File: src/rtl/div_ctrl.sv
// div_ctrl: iterative radix-2 restoring divider controller for DIV/DIVU.
// Returns {remainder, quotient} after 33 cycles and stalls the pipe meanwhile.
module div_ctrl #(
    parameter int WIDTH = 32
) (
    input  logic               clk,
    input  logic               rst,
    input  logic               signed_div,
    input  logic               start,
    input  logic               annul,
    input  logic [WIDTH-1:0]   opdata1,
    input  logic [WIDTH-1:0]   opdata2,
    output logic [2*WIDTH-1:0] result,
    output logic               ready,
    output logic               stall_req
);
    localparam int CW = $clog2(WIDTH);

    typedef enum logic [1:0] {
        S_FREE,
        S_BYZERO,
        S_ON,
        S_END
    } state_t;

    state_t           r_state;
    state_t           w_next;
    logic [CW-1:0]    r_cnt;
    logic [WIDTH-1:0] r_rem;
    logic [WIDTH-1:0] r_quo;
    logic [WIDTH-1:0] r_div;
    logic             r_neg_q;
    logic             r_neg_r;

    logic             w_accept;
    logic             w_zero;
    logic             w_last;
    logic [WIDTH-1:0] w_mag1;
    logic [WIDTH-1:0] w_mag2;
    logic [WIDTH:0]   w_partial;
    logic             w_ge;
    logic [WIDTH-1:0] w_sub;
    logic [WIDTH-1:0] w_rem_nx;
    logic [WIDTH-1:0] w_quo_nx;
    logic [WIDTH-1:0] w_rem_fix;
    logic [WIDTH-1:0] w_quo_fix;

    assign w_accept = start && !annul;
    assign w_zero   = (opdata2 == '0);
    assign w_last   = (r_cnt == CW'(WIDTH - 1));

    assign w_mag1 = (signed_div && opdata1[WIDTH-1]) ? -opdata1 : opdata1;
    assign w_mag2 = (signed_div && opdata2[WIDTH-1]) ? -opdata2 : opdata2;

    // Dividend bits shift out of the quotient register's MSB as quotient bits shift in.
    assign w_partial = {r_rem, r_quo[WIDTH-1]};
    assign w_ge      = (w_partial >= {1'b0, r_div});
    assign w_sub     = w_partial[WIDTH-1:0] - r_div;
    assign w_rem_nx  = w_ge ? w_sub : w_partial[WIDTH-1:0];
    assign w_quo_nx  = {r_quo[WIDTH-2:0], w_ge};

    assign w_quo_fix = r_neg_q ? -w_quo_nx : w_quo_nx;
    assign w_rem_fix = r_neg_r ? -w_rem_nx : w_rem_nx;

    assign ready     = (r_state == S_END) && !rst;
    assign stall_req = !rst && (r_state != S_END)
                       && ((r_state != S_FREE) || w_accept);

    always_ff @(posedge clk) begin
        if (rst) begin
            r_state <= S_FREE;
        end else begin
            r_state <= w_next;
        end
    end

    always_comb begin
        w_next = r_state;
        unique case (r_state)
            S_FREE: begin
                if (w_accept) begin
                    w_next = w_zero ? S_BYZERO : S_ON;
                end
            end
            S_BYZERO: begin
                w_next = annul ? S_FREE : S_END;
            end
            S_ON: begin
                if (annul) begin
                    w_next = S_FREE;
                end else if (w_last) begin
                    w_next = S_END;
                end
            end
            S_END: begin
                w_next = S_FREE;
            end
            default: begin
                w_next = S_FREE;
            end
        endcase
    end

    always_ff @(posedge clk) begin
        if (rst) begin
            r_cnt   <= '0;
            r_rem   <= '0;
            r_quo   <= '0;
            r_div   <= '0;
            r_neg_q <= 1'b0;
            r_neg_r <= 1'b0;
            result  <= '0;
        end else begin
            unique case (r_state)
                S_FREE: begin
                    if (w_accept && !w_zero) begin
                        r_cnt   <= '0;
                        r_rem   <= '0;
                        r_quo   <= w_mag1;
                        r_div   <= w_mag2;
                        r_neg_q <= signed_div
                                   && (opdata1[WIDTH-1] ^ opdata2[WIDTH-1]);
                        r_neg_r <= signed_div && opdata1[WIDTH-1];
                    end
                end
                S_BYZERO: begin
                    if (!annul) begin
                        result <= '0;
                    end
                end
                S_ON: begin
                    if (!annul) begin
                        r_rem <= w_rem_nx;
                        r_quo <= w_quo_nx;
                        r_cnt <= r_cnt + 1'b1;
                        if (w_last) begin
                            result <= {w_rem_fix, w_quo_fix};
                        end
                    end
                end
                default: begin
                end
            endcase
        end
    end
endmodule

File: config.mk
export PLATFORM = sky130hd
export DESIGN_NAME = div_ctrl
export DESIGN_NICKNAME = d
export VERILOG_FILES = /design/src/rtl/div_ctrl.sv
export SDC_FILE = /design/constraint.sdc
export NUM_CORES = 1
export LEC_CHECK = 0
export BUFFER_PORTS_ARGS = -buffer_cell sky130_fd_sc_hd__buf_4
export CAP_MARGIN = 15
export CORE_UTILIZATION = 45
export DETAILED_ROUTE_END_ITERATION = 16
export PLACE_DENSITY = 0.72
export SETUP_SLACK_MARGIN = 0.5
export SLEW_MARGIN = 25
export SYNTH_ARGS = -nofsm -noshare
export SYNTH_HDL_FRONTEND = slang
export SYNTH_SLANG_ARGS = --single-unit
File: constraint.sdc
create_clock -name clk -period 14.9 [get_ports clk]
set_clock_uncertainty 0.1 [all_clocks]
set_input_delay 0.745 -clock clk [delete_from_list [all_inputs] [get_ports clk]]
set_output_delay 0.745 -clock clk [all_outputs]
set_load 0.03 [all_outputs]
# ---- After elaboration in Yosys (flattened, before gate mapping)
# Cells that the tools add are included.
dict set report totals {
  ff_bits 169
  inputBits 69
  elab_cells 72
  memories 0
  romBits 0
  latchBits 0
  output_inout_bits 66
  mem_bits_rw 0
}
dict set report classes {
  n_lt_le_gt_ge 1
  div 0
  eq_ne 11
  n_shift 0
  n_mul 0
  n_reduce_logical 21
  muxes 24
  add_sub_neg 6
  bitwise_logic 1
}
# cell n
set op_table {}
lappend op_table {{2-to-1 mux 32 bit} 9}
lappend op_table {{2-to-1 mux 64 bit} 3}
lappend op_table {{negation 32 bit} 4}
lappend op_table {{one-hot mux 32 bit (2 select lines)} 2}
lappend op_table {{one-hot mux 64 bit (2 select lines)} 1}
lappend op_table {{>= comparator 33 x 32 -> 1 bit} 1}
lappend op_table {{zero test 32 bit} 1}
lappend op_table {{subtractor 32 bit} 1}
lappend op_table {{inequality test 2 bit (second input constant)} 6}
lappend op_table {{2-to-1 mux 2 bit} 5}
lappend op_table {{2-to-1 mux 5 bit} 2}
lappend op_table {{one-hot mux 5 bit (2 select lines)} 1}
lappend op_table {{logical AND 1 bit} 8}
lappend op_table {{one-hot mux 2 bit (4 select lines)} 1}
lappend op_table {{nonzero test 2 bit} 3}
lappend op_table {{adder 5 x 1 -> 5 bit (second input constant)} 1}
lappend op_table {{equality test 5 bit (second input constant)} 1}
lappend op_table {{equality test 2 bit (second input constant)} 2}
lappend op_table {{AND reduction 2 bit} 2}
lappend op_table {{AND reduction 4 bit} 1}
lappend op_table {{zero test 1 bit} 3}
lappend op_table {{inequality test 3 bit (second input constant)} 1}
lappend op_table {{AND reduction 3 bit} 1}
lappend op_table {{equality test 2 x 1 -> 1 bit (second input constant)} 1}
lappend op_table {{3 further kinds} 3}

# ---- Longest topological paths before layout
# Gate-level depths: netlist of the first run.
dict set report logic_depth {
  depth_word 7
  mapped_depth 22
  depth_no_buf 18
}

# ---- Worst setup path after synthesis of the first run
# Ideal clock, no wire load.
dict set report synth_timing {
  path_type {reg2reg}
  startpoint {register r_rem[15]}
  endpoint {register result[60]}
  t_arrival_ns 4.776
  setup_ns 0.117
  stages_incl_launch_ff 20
  n_path_buf 4
  period_less_slack_ns 4.993
  slack_ns 9.907
  t_required_ns 14.683
  path_cell_list {dfxtp_1 ha_1 buf_4 nand4_4 or3_1 or4b_1 a21bo_1 nand3_2 buf_2 buf_2 buf_1 mux2i_1 ha_1 nor3b_1 and3_1 a31oi_1 or4b_1 o31ai_2 xnor2_1 a22o_1}
}
dict set report synth_between {
  elab_chain_cells 7
  word_cells_on_any_way 8
  cone_classes {2 x add/sub; 1 x order compare; 5 x mux}
}
# element line_no
set synth_rtl {}
lappend synth_rtl {{start, declared} 29} ;# logic [WIDTH-1:0] r_rem;
lappend synth_rtl {{start signal, assigned} 133} ;# r_rem <= w_rem_nx;
lappend synth_rtl {{subtractor 32 bit / >= comparator 33 x 32 -> 1 bit (equally long branches)} {58, 57}}
lappend synth_rtl {{2-to-1 mux 32 bit *} 59} ;# assign w_rem_nx = w_ge ? w_sub : w_partial[WIDTH-1:0];
lappend synth_rtl {{negation 32 bit} 63} ;# assign w_rem_fix = r_neg_r ? -w_rem_nx : w_rem_nx;
lappend synth_rtl {{2-to-1 mux 32 bit *} 63}
lappend synth_rtl {{2-to-1 mux 64 bit *} 136} ;# if (w_last) begin
lappend synth_rtl {{2-to-1 mux 64 bit *} 132} ;# if (!annul) begin
lappend synth_rtl {{one-hot mux 64 bit (2 select lines) *} 114} ;# unique case (r_state)
lappend synth_rtl {{end signal, assigned} 137} ;# result <= {w_rem_fix, w_quo_fix};
lappend synth_rtl {{end, declared} 13} ;# output logic [2*WIDTH-1:0] result,
# Every way passes the cells marked *; elsewhere a longest branch is shown, timed or not. The select of a mux whose other input is x is not followed.
# A chain may end at the register's enable or synchronous reset.

# ---- Final worst setup path of the first run
dict set report layout_timing {
  startpoint {register r_div[1]}
  endpoint {register result[60]}
}
dict set report layout_between {
  elab_chain_cells 7
  word_cells_on_any_way 8
  cone_classes {2 x add/sub; 1 x order compare; 5 x mux}
}
# element line_no
set layout_rtl {}
lappend layout_rtl {{start, declared} 31} ;# logic [WIDTH-1:0] r_div;
lappend layout_rtl {{start signal, assigned} 120} ;# r_div <= w_mag2;
lappend layout_rtl {{subtractor 32 bit / >= comparator 33 x 32 -> 1 bit (equally long branches)} {58, 57}}
lappend layout_rtl {{2-to-1 mux 32 bit *} 59}
lappend layout_rtl {{negation 32 bit} 63}
lappend layout_rtl {{2-to-1 mux 32 bit *} 63}
lappend layout_rtl {{2-to-1 mux 64 bit *} 136}
lappend layout_rtl {{2-to-1 mux 64 bit *} 132}
lappend layout_rtl {{one-hot mux 64 bit (2 select lines) *} 114}
# Marks and branches as above.

==> metrics.yaml, run 1 <==
layout:
  final.fill_count: 2490
  antenna_cells: 0
  fin_cells: 1952
  drive_gt1_frac: 0.129
  area_delta_synth_final_pct: 15.4
  nets: 1722
yosys:
  synth_seq_cells: 169
  syn_nets: 1652
  synth_area_per_cell_um2: 7.53
  synth_cells: 1539
  synth_edf_count: 0
  seq_area_frac_synth: 0.292
  ys_warn_count: 0
  synthArstFlopShare: 0
  synth_flop_cell: "dfxtp_1"
  syn_area_um2: 11600
  synthDistinctLibCells: 82
pwr:
  switching_share: 0.462
  combPwrFrac: 0.517
  clkPwrFrac: 0.220
  p_seq_frac: 0.263
  irDropWorstVdd_uv: 171
  power_density_nw_per_um2: 156
  leakagePower_nw: 5.31
  power_switching_w: 0.000962
  internal-power_w: 0.00112
setup_path:
  max_stage_delay_ps: 960
  cp_slowest_cell: "a2111oi_1"
  end_kind: "flip-flop"
  path_class: "flip-flop to flip-flop"
  cp.required_ps: 15130
  arrival_ps: 5800
  cp-start-kind: "flip-flop"
  crit_chain: "inv_1 > ha_1 > nor2b_1 > o2111ai_1 > a2111oi_1 > o311ai_2 > nand3_2 > buf_4 > mux2i_1 > ha_1 > nor3b_1 > and3_1 > a31oi_1 > or4b_1 > o31ai_2 > xnor2_1 > a22o_1"
  cp_max_fo: 38
  cp_common_cell: "ha_1"
clocking:
  clockBufferDepth: 2
  clkSlewWorstSetupHoldPaths_ps: 70
  cts.sinks: 169
  root_buffer: "clkbuf_16"
  cts_max_level: 4
  postCtsSetupRepairBufs: 0
  post_cts_resized: 0
  cts_tree: "built"
  ctsHoldBuffers: 0
  cts_made_buffers: 17
  clk_latency_ps: 440
floorplanning:
  die_area_um2: 26400
  core_area_um2: 25300
  initial_utilization: 0.459
  die_x_um: 162
  io_pins: 135
  std_cell_rows: 58
  die_h_um: 162
sta:
  fmax_mhz: 179
  fin_crit_sh: 0.374
  hold_violations: 0
  worst-slew-pin-transition_ps: 997
  relSlewSlack: 0.334
  rsz0062_at_grt: "false"
  finalMaxSlewViolations: 0
  setup_tns_ps: 0
  finalSetupViolCount: 0
  min_period_ps: 5580
job:
  maxCapViolCount: 0
grt:
  grt_pass1_vias: 10400
  grt_pass1_wl_um: 56400
  grt_start_max_net_pins: 72
  grt_overflow_total: 0
  track_usage: 0.270
  antenna_found_initial: 0
routing:
  via_count: 11600
  drtIter0Drc: 1160
  wl_per_cell_um: 18.5
  ant_nets: 0
  first_pass_iters: 7
  drc: 0
  wl_um: 36100
  vias_per_cell: 5.96
hold_path:
  min_path_type: "flip-flop to flip-flop"
placement:
  portBuffers: 134
  hpwl_um: 27200
  place_congestion: 1.00
  placed_cells: 1920
outcome:
  outcome: "completed"
[cell families after synthesis]
| group | Yosys count | share of synthesized area |
|---|---|---|
| AND/OR/NAND/NOR | 571 | 0.225 |
| adder cells (fa/ha/maj) | 44 | 0.0482 |
| flip-flops | 169 | 0.292 |
| buffers and inverters | 146 | 0.0498 |
| XOR/XNOR | 132 | 0.0998 |
| multiplexers | 15 | 0.0135 |
| AO/OA/AOI/OAI | 462 | 0.271 |
[layout by cell type, fill, tap and decap left out, drive strengths merged, types with 6 or more instances in the layout]
cell type / instances
nand2b: 12
nor4: 16
a21o: 15
a31oi: 11
a22o: 18
ha: 43
o31ai: 31
a211oi: 39
o21a: 10
and2: 11
and3: 10
nand3: 21
inv: 58
clkbuf: 19
or2: 6
or3: 14
o31a: 6
o21ai: 90
or4: 11
o41ai: 14
a22oi: 73
nor2: 186
mux2i: 10
a21oi: 108
nor3b: 6
xor2: 49
nor2b: 11
nand4: 18
dfxtp: 169
nor3: 32
xnor2: 83
buf: 145
nand2: 203
[metal layers]
| metal | track usage | routed length (µm) |
|---|---|---|
| met1 | 0.387 | 17300 |
| met2 | 0.425 | 16300 |
| met3 | 0.0359 | 1990 |
| met4 | 0.0643 | 526 |
| met5 | 0 | 0 |
[final cells by class]
| type | count | area (µm²) | area share |
|---|---|---|---|
| sequential | 169 | 3380 | 0.253 |
| multi-input combinational | 1224 | 7690 | 0.575 |
| timing repair buffer | 145 | 1090 | 0.0814 |
| clock inverter | 13 | 156 | 0.0117 |
| clock buffer | 19 | 443 | 0.0331 |
| inverter | 52 | 195 | 0.0146 |
| tap | 330 | 413 | 0.0309 |
[metrics by stage]
step | setup slack, ps | power, W | util | instance area, µm² | hold slack, ps
2_1_floorplan | 9910 | 0.00133 | - | 11600 | 332
3_3_place_gp | 9690 | 0.00159 | 0.505 | 12800 | 347
3_5_place_dp | 9490 | 0.00160 | 0.505 | 12800 | 346
4_1_cts | 9450 | 0.00206 | 0.529 | 13400 | 354
5_1_grt | 8910 | 0.00221 | 0.529 | 13400 | 372
6_report | 9320 | 0.00208 | 0.529 | 13400 | 350
[registers in the layout (all words and copies together), names as in the netlist]
name / count
r_cnt: 5
r_div: 32
r_neg_q: 1
r_neg_r: 1
r_quo: 32
r_rem: 32
r_state: 2
result: 64
[worst max-delay path, delay by kind of cell (launching register included)]
kind                       cells  cell delay [ps]
AOI/OAI and AO/OA              6             2050
xor gates and xnor gates       1               90
muxes                          1              320
adders and majority gates      2              540
DFF                            1              340
and+or+nand+nor                5             1510
buffers and inverters          2              470
[Yosys cell counts, drive strengths merged, types with 5 or more instances]
| cell type | instances | area share |
|---|---|---|
| a211oi | 39 | 0.026 |
| a21o | 15 | 0.0097 |
| a21oi | 108 | 0.047 |
| a22o | 18 | 0.014 |
| a22oi | 73 | 0.047 |
| a311oi | 5 | 0.0038 |
| a31oi | 11 | 0.0065 |
| and2 | 11 | 0.0059 |
| and3 | 10 | 0.0054 |
| buf | 24 | 0.010 |
| clkbuf | 70 | 0.023 |
| dfxtp | 169 | 0.29 |
| ha | 43 | 0.046 |
| inv | 52 | 0.017 |
| mux2 | 5 | 0.0049 |
| mux2i | 10 | 0.0086 |
| nand2 | 203 | 0.066 |
| nand2b | 12 | 0.0065 |
| nand3 | 21 | 0.0095 |
| nand4 | 18 | 0.011 |
| nor2 | 186 | 0.060 |
| nor2b | 11 | 0.0059 |
| nor3 | 32 | 0.014 |
| nor3b | 6 | 0.0039 |
| nor4 | 16 | 0.0092 |
| o211ai | 5 | 0.0032 |
| o21a | 10 | 0.0065 |
| o21ai | 90 | 0.039 |
| o31a | 6 | 0.0045 |
| o31ai | 31 | 0.021 |
| o41ai | 14 | 0.012 |
| or2 | 6 | 0.0032 |
| or3 | 14 | 0.0076 |
| or4 | 11 | 0.0071 |
| xnor2 | 83 | 0.063 |
| xor2 | 49 | 0.037 |
[power by group through the flow]
stage                     Clock, W  Sequential [W]  Combinational [W]
after floorplan                  0        0.000534           0.000797
after global placement           0        0.000552            0.00104
after detailed placement         0        0.000554            0.00104
after CTS                 0.000462        0.000544            0.00105
after global routing      0.000480        0.000552            0.00118
final                     0.000458        0.000547            0.00108
[worst paths after layout]
kind	endpoint	slack [ps]	depth (start not counted)	start
setup / recovery	result[60]$_SDFFE_PP0P_	9320	17	r_div[1]$_SDFFE_PP0P_
hold / removal	r_div[31]$_SDFFE_PP0P_	350	2	r_div[31]$_SDFFE_PP0P_
setup reg to reg	result[60]$_SDFFE_PP0P_	9320	17	r_div[1]$_SDFFE_PP0P_
hold reg to reg	r_div[31]$_SDFFE_PP0P_	350	2	r_div[31]$_SDFFE_PP0P_
Power figures use the tool's default switching activity.
==> inputs of run 2 (changes only) <==
Clock period 14.9 ns to 5.4 ns, I/O delays scaled along.
==> run 2 against run 1 <==
  * First-iteration DRC count decreased by 5.4%
  * Highest routed layer unchanged
  * Critical path type unchanged
  * Global-route usage increased by 0.83 points
  * Non-clock buffer count is 12 higher
  * Hold slack worse by 300 ps
  * Core utilization is 0.72 points higher
  * Design area grew 1.4%
  * Count of clock-buffer cells in the layout fell by 1
  * Largest power group unchanged
  * Setup slack worse by 8600 ps
==> metrics.yaml, run 2 (synthesized netlist as in run 1, its figures left out) <==
grt:
  track_usage: 0.278  # was 0.270
  grt_pass1_wl_um: 58100  # was 56,400 µm
  grt_overflow_total: 0  # unchanged
  grt_start_max_net_pins: 85  # was 72
  grt_pass1_vias: 10700  # was 10,400
  antenna_found_initial: 0  # unchanged
layout:
  antenna_cells: 0  # unchanged
  most-common-layout-cells: "202 x nand2_1, 185 x nor2_1, 169 x dfxtp_1"  # was 203 x nand2_1, 185 x nor2_1, 169 x dfxtp_1
  top_register: "result"  # unchanged
  fin_util: 0.537  # was 0.529
  design_area_um2: 13600  # was 13,400 µm²
  drive_gt1_frac: 0.145  # was 0.129
  area_delta_synth_final_pct: 16.9  # was 15.4%
  largest_reg_flops: 64  # unchanged
  nets: 1734  # was 1,722
  layout_commonest_cell: "nand2_1"  # unchanged
pwr:
  irDropWorstVdd_uv: 363  # was 171 µV
  leakagePower_nw: 5.36  # was 5.31 nW
  power_density_nw_per_um2: 437  # was 156 nW/µm²
placement:
  place_congestion: 0.975  # was 1.00
  pre_cts_ws_ps: 488  # was 9490 ps
  hpwl_um: 27600  # was 27,200 µm
  placed_cell_area_um2: 12900  # was 12,800 µm²
  portBuffers: 134  # unchanged
sta:
  finalMaxSlewViolations: 0  # unchanged
  worst-slew-pin-transition_ps: 980  # was 997 ps
  finalWorstSetupSlack_ps: 691  # was 9320 ps
  hold_slack_ps: 50.7  # was 350 ps
  min_period_ps: 4710  # was 5580 ps
  rsz0062_at_grt: "true"  # was false
  hold_violations: 0  # unchanged
  finalSetupViolCount: 0  # unchanged
  fmax_mhz: 212  # was 179 MHz
  setup_tns_ps: 0  # unchanged
  fin_crit_sh: 0.872  # was 0.374
  relSlewSlack: 0.346  # was 0.334
floorplanning:
  io_pins: 135  # unchanged
  initial_utilization: 0.459  # unchanged
  die_area_um2: 26400  # unchanged
  die_h_um: 162  # unchanged
  die_x_um: 162  # unchanged
  std_cell_rows: 58  # unchanged
  core_area_um2: 25300  # unchanged
outcome:
  outcome: "completed"  # unchanged
clocking:
  postCtsSetupRepairBufs: 0  # unchanged
  clk_latency_ps: 440  # about the same
  clkSlewWorstSetupHoldPaths_ps: 70  # about the same
  root_buffer: "clkbuf_16"  # unchanged
  clockBufferDepth: 2  # unchanged
  cts.sinks: 169  # unchanged
  cts_made_buffers: 17  # unchanged
  cts_tree: "built"  # unchanged
  cts_max_level: 4  # unchanged
  ctsHoldBuffers: 0  # unchanged
routing:
  ant_nets: 0  # unchanged
  wl_per_cell_um: 18.8  # was 18.5 µm
  vias_per_cell: 5.91  # was 5.96
  via_count: 11600  # about the same
  drtIter0Drc: 1097  # was 1,160
  drc: 0  # unchanged
  wl_um: 36900  # was 36,100 µm
  first_pass_iters: 8  # was 7
setup_path:
  end_kind: "flip-flop"  # unchanged
  cp-start-kind: "flip-flop"  # unchanged
  cp_max_fo: 9  # was 38
  path_class: "flip-flop to flip-flop"  # unchanged
  arrival_ps: 4930  # was 5800 ps
  cp.required_ps: 5630  # was 15,130 ps
job:
  maxCapViolCount: 0  # unchanged
hold_path:
  min_path_type: "input pin to flip-flop"  # was flip-flop to flip-flop
## run 2: path summary, 6_finish.rpt
path,slack [ps],end,from,cells past startpoint
setup / recovery,690,result[62]$_SDFFE_PP0P_,r_div[14]$_SDFFE_PP0P_,16
hold / removal,50,r_div[31]$_SDFFE_PP0P_,opdata2[31],3
setup reg to reg,690,result[62]$_SDFFE_PP0P_,r_div[14]$_SDFFE_PP0P_,16
hold reg to reg,370,r_div[0]$_SDFFE_PP0P_,r_div[0]$_SDFFE_PP0P_,2
## run 2: power by group
group / leakage, nW / switching [W] / internal [W]
Clock: 0.269 / 0.000571 / 0.000647
Sequential: 1.37 / 0.000148 / 0.00136
Combinational: 3.72 / 0.00206 / 0.00113
## run 2: critical path: stages, from the launching register on
cell,delay (ps)
dfxtp_1,310
inv_1,60
ha_2,430
nand4_4,120
or3_1,400
or4b_1,530
a21bo_1,270
nand3_4,180
mux2i_4,300
ha_2,250
nor3b_4,200
and3_1,230
a31oi_1,70
or4b_1,580
o41ai_2,250
xnor2_1,100
a22o_1,200
## run 2: what timing repair did
action	in CTS	in global routing
cloned	0	0
gates resized for setup	5	18
endpoints found under the setup margin	2	14
pin swaps	0	0
## run 2: cell type report
class | count | area [µm²]
Inverter | 52 | 198
Clock inverter | 13 | 135
Clock buffer | 18 | 429
Timing Repair Buffer | 157 | 1200
Fill cell | 2398 | 11700
Sequential cell | 169 | 3380
Tap cell | 330 | 413
Multi-Input combinational cell | 1224 | 7790
## run 2: metal layers
metal / routed length [µm] / global-route usage
met1: 17100 / 0.398
met2: 16400 / 0.435
met3: 2580 / 0.0362
met4: 869 / 0.0798
met5: 0 / 0
## run 2: metrics by stage
step | power (W) | cells
after floorplan | 0.00367 | 1539
after global placement | 0.00455 | 1931
after detailed placement | 0.00457 | 1931
after CTS | 0.00579 | 1962
after global routing | 0.00627 | 1963
final | 0.00592 | 1963
==> inputs of run 3 (changes only) <==
Clock period 5.4 ns to 4.9 ns, I/O delays scaled along.
==> run 3 against run 2 <==
  * Clock power increased by 12%
  * Non-clock buffer count increased by 38
  * Final cell count increased by 2.0%
  * Design area increased by 4.5%
  * Via count increased by 2.5%
  * Core utilization increased by 2.4 points
  * Global-route usage increased by 0.13 points
  * Sequential power increased by 11%
  * Combinational power increased by 23%
  * Critical endpoint unchanged
  * Largest power group unchanged
==> metrics.yaml, run 3 (synthesized netlist as in run 1, its figures left out) <==
clocking:
  cts_made_buffers: 17  # unchanged
  cts_max_level: 4  # unchanged
  clkSlewWorstSetupHoldPaths_ps: 70  # about the same
  cts_tree: "built"  # unchanged
  clk_latency_ps: 440  # about the same
  root_buffer: "clkbuf_16"  # unchanged
  clockBufferDepth: 2  # unchanged
  cts.sinks: 169  # unchanged
hold_path:
  whs_path_depth: 3  # unchanged
  hold_path_startpoint: "signed_div"  # was opdata2[31]
  min_to: "r_neg_q$_SDFFE_PP0P_"  # was r_div[31]$_SDFFE_PP0P_
  min_path_type: "input pin to flip-flop"  # unchanged
layout:
  fin_cells: 2002  # was 1,963
  area_delta_synth_final_pct: 22.2  # was 16.9%
  nets: 1772  # was 1,734
  largest_reg_flops: 64  # unchanged
  layout_commonest_cell: "nand2_1"  # unchanged
  top_register: "result"  # unchanged
  drive_gt1_frac: 0.190  # was 0.145
  most-common-layout-cells: "201 x nand2_1, 191 x buf_4, 186 x nor2_1"  # was 202 x nand2_1, 185 x nor2_1, 169 x dfxtp_1
  antenna_cells: 0  # unchanged
routing:
  vias_per_cell: 5.94  # was 5.91
  ant_nets: 0  # unchanged
  first_pass_iters: 6  # was 8
  wl_per_cell_um: 18.7  # was 18.8 µm
  wl_um: 37500  # was 36,900 µm
  via_count: 11900  # was 11,600
  drc: 0  # unchanged
  drtIter0Drc: 915  # was 1,097
placement:
  place_congestion: 0.996  # was 0.975
  placed_cells: 1947  # was 1,931
  pre_cts_ws_ps: 168  # was 488 ps
  hpwl_um: 28300  # was 27,600 µm
  portBuffers: 134  # unchanged
floorplanning:
  die_area_um2: 26400  # unchanged
  core_area_um2: 25300  # unchanged
  die_h_um: 162  # unchanged
  io_pins: 135  # unchanged
  std_cell_rows: 58  # unchanged
  die_x_um: 162  # unchanged
  initial_utilization: 0.459  # unchanged
grt:
  grt_pass1_vias: 10800  # was 10,700
  grt_start_max_net_pins: 77  # was 85
  grt_overflow_total: 0  # unchanged
  antenna_found_initial: 0  # unchanged
  track_usage: 0.280  # was 0.278
  grt_pass1_wl_um: 58300  # was 58,100 µm
pwr:
  clkPwrFrac: 0.197  # was 0.206
  irDropWorstVdd_uv: 417  # was 363 µV
  internal-power_w: 0.00372  # was 0.00314 W
  power_switching_w: 0.00323  # was 0.00278 W
  power_density_nw_per_um2: 491  # was 437 nW/µm²
  p_seq_frac: 0.241  # was 0.256
  switching_share: 0.465  # was 0.469
  leakagePower_nw: 5.61  # was 5.36 nW
  total_power_w: 0.00695  # was 0.00592 W
  combPwrFrac: 0.562  # was 0.538
setup_path:
  cp.required_ps: 5120  # was 5630 ps
  r2r_slack_ps: 590  # was 690 ps
  cp-start-kind: "flip-flop"  # unchanged
  reg2reg_from: "r_rem[13]$_SDFFE_PP0P_"  # was r_div[14]$_SDFFE_PP0P_
  r2r_cells: 15  # was 16
  path_class: "flip-flop to flip-flop"  # unchanged
  end_kind: "flip-flop"  # unchanged
  cp_max_fo: 7  # was 9
  reg2reg_to: "result[62]$_SDFFE_PP0P_"  # unchanged
  arrival_ps: 4530  # was 4930 ps
  critPathLaunch: "r_rem[13]$_SDFFE_PP0P_"  # was r_div[14]$_SDFFE_PP0P_
sta:
  min_period_ps: 4310  # was 4710 ps
  worst-slew-pin-transition_ps: 1140  # was 980 ps
  finalSetupViolCount: 0  # unchanged
  fin_crit_sh: 0.879  # was 0.872
  rsz0062_at_grt: "true"  # unchanged
  finalMaxSlewViolations: 0  # unchanged
  relSlewSlack: 0.238  # was 0.346
  setup_tns_ps: 0  # unchanged
  fmax_mhz: 232  # was 212 MHz
  hold_violations: 0  # unchanged
  finalWorstSetupSlack_ps: 594  # was 691 ps
  hold_slack_ps: 26.5  # was 50.7 ps
outcome:
  outcome: "completed"  # unchanged
job:
  maxCapViolCount: 0  # unchanged
-- run 3: cell types whose count changed in the layout (fill, tap and decap cells not counted), moves of 3 or more --
cell	delta
buf_4	+36
inv_1	-4
ha_4	+9
inv_2	+4
a21oi_1	-3
dfxtp_1	-12
dfxtp_2	+12
ha_1	-7
a21oi_2	+3
-- run 3: how the worst max path moves through the flow --
stage	to	slack, ps	depth (start not counted)
after global placement	result[60]$_SDFFE_PP0P_	290	16
final	result[62]$_SDFFE_PP0P_	590	15
after CTS	result[62]$_SDFFE_PP0P_	510	15
after global routing	result[62]$_SDFFE_PP0P_	440	17
after detailed placement	result[62]$_SDFFE_PP0P_	170	15
after floorplan	result[60]$_SDFFE_PP0P_	400	20
-- run 3: worst max-delay path, stage by stage (launching register included) --
cell,delay [ps]
dfxtp_2,360
ha_4,330
nand4_4,100
or3_4,390
or4b_4,520
a21bo_4,240
nand3_4,150
mux2i_2,260
ha_2,210
nor3b_4,200
and3_4,230
a31oi_2,40
or4b_4,540
o41ai_4,230
xnor2_1,100
a22o_1,180
-- run 3: per-layer routing --
metal,track usage,wire length (µm),vias to the layer above,share of wire
li1,-,-,5766,-
met1,0.381,17000,5620,0.45
met2,0.443,16900,434,0.45
met3,0.0499,2350,70,0.063
met4,0.0948,1150,0,0.031
met5,0,0,-,0
-- run 3: final cells by class --
class                           instances  area, µm²
Multi-Input combinational cell       1224       8050
Fill cell                            2386      11100
Clock buffer                           17        425
Tap cell                              330        413
Clock inverter                         15        164
Timing Repair Buffer                  195       1510
Inverter                               52        198
Sequential cell                       169       3400
-- run 3: repair_timing --
| item | in CTS | in global routing |
|---|---|---|
| cloned | 0 | 0 |
| hold buffers | 1 | 0 |
| gates resized for setup | 15 | 58 |
| hold endpoints to repair | 1 | 0 |
| pin swaps | 2 | 11 |
| setup buffers | 5 | 16 |
| endpoints found under the setup margin | 14 | 27 |
-- run 3: power by group through the flow --
stage / registers (W) / logic [W] / clock network, W
2_1_floorplan: 0.00163 / 0.00248 / 0
3_3_place_gp: 0.00168 / 0.00341 / 0
3_5_place_dp: 0.00169 / 0.00345 / 0
4_1_cts: 0.00166 / 0.00355 / 0.00138
5_1_grt: 0.00169 / 0.00421 / 0.00144
6_report: 0.00167 / 0.00391 / 0.00137
-- run 3: through the flow --
stage,utilization,instance area [µm²]
6_report,0.561,14200
5_1_grt,0.561,14200
4_1_cts,0.544,13800
3_5_place_dp,0.515,13000
3_3_place_gp,0.515,13000
2_1_floorplan,-,11700
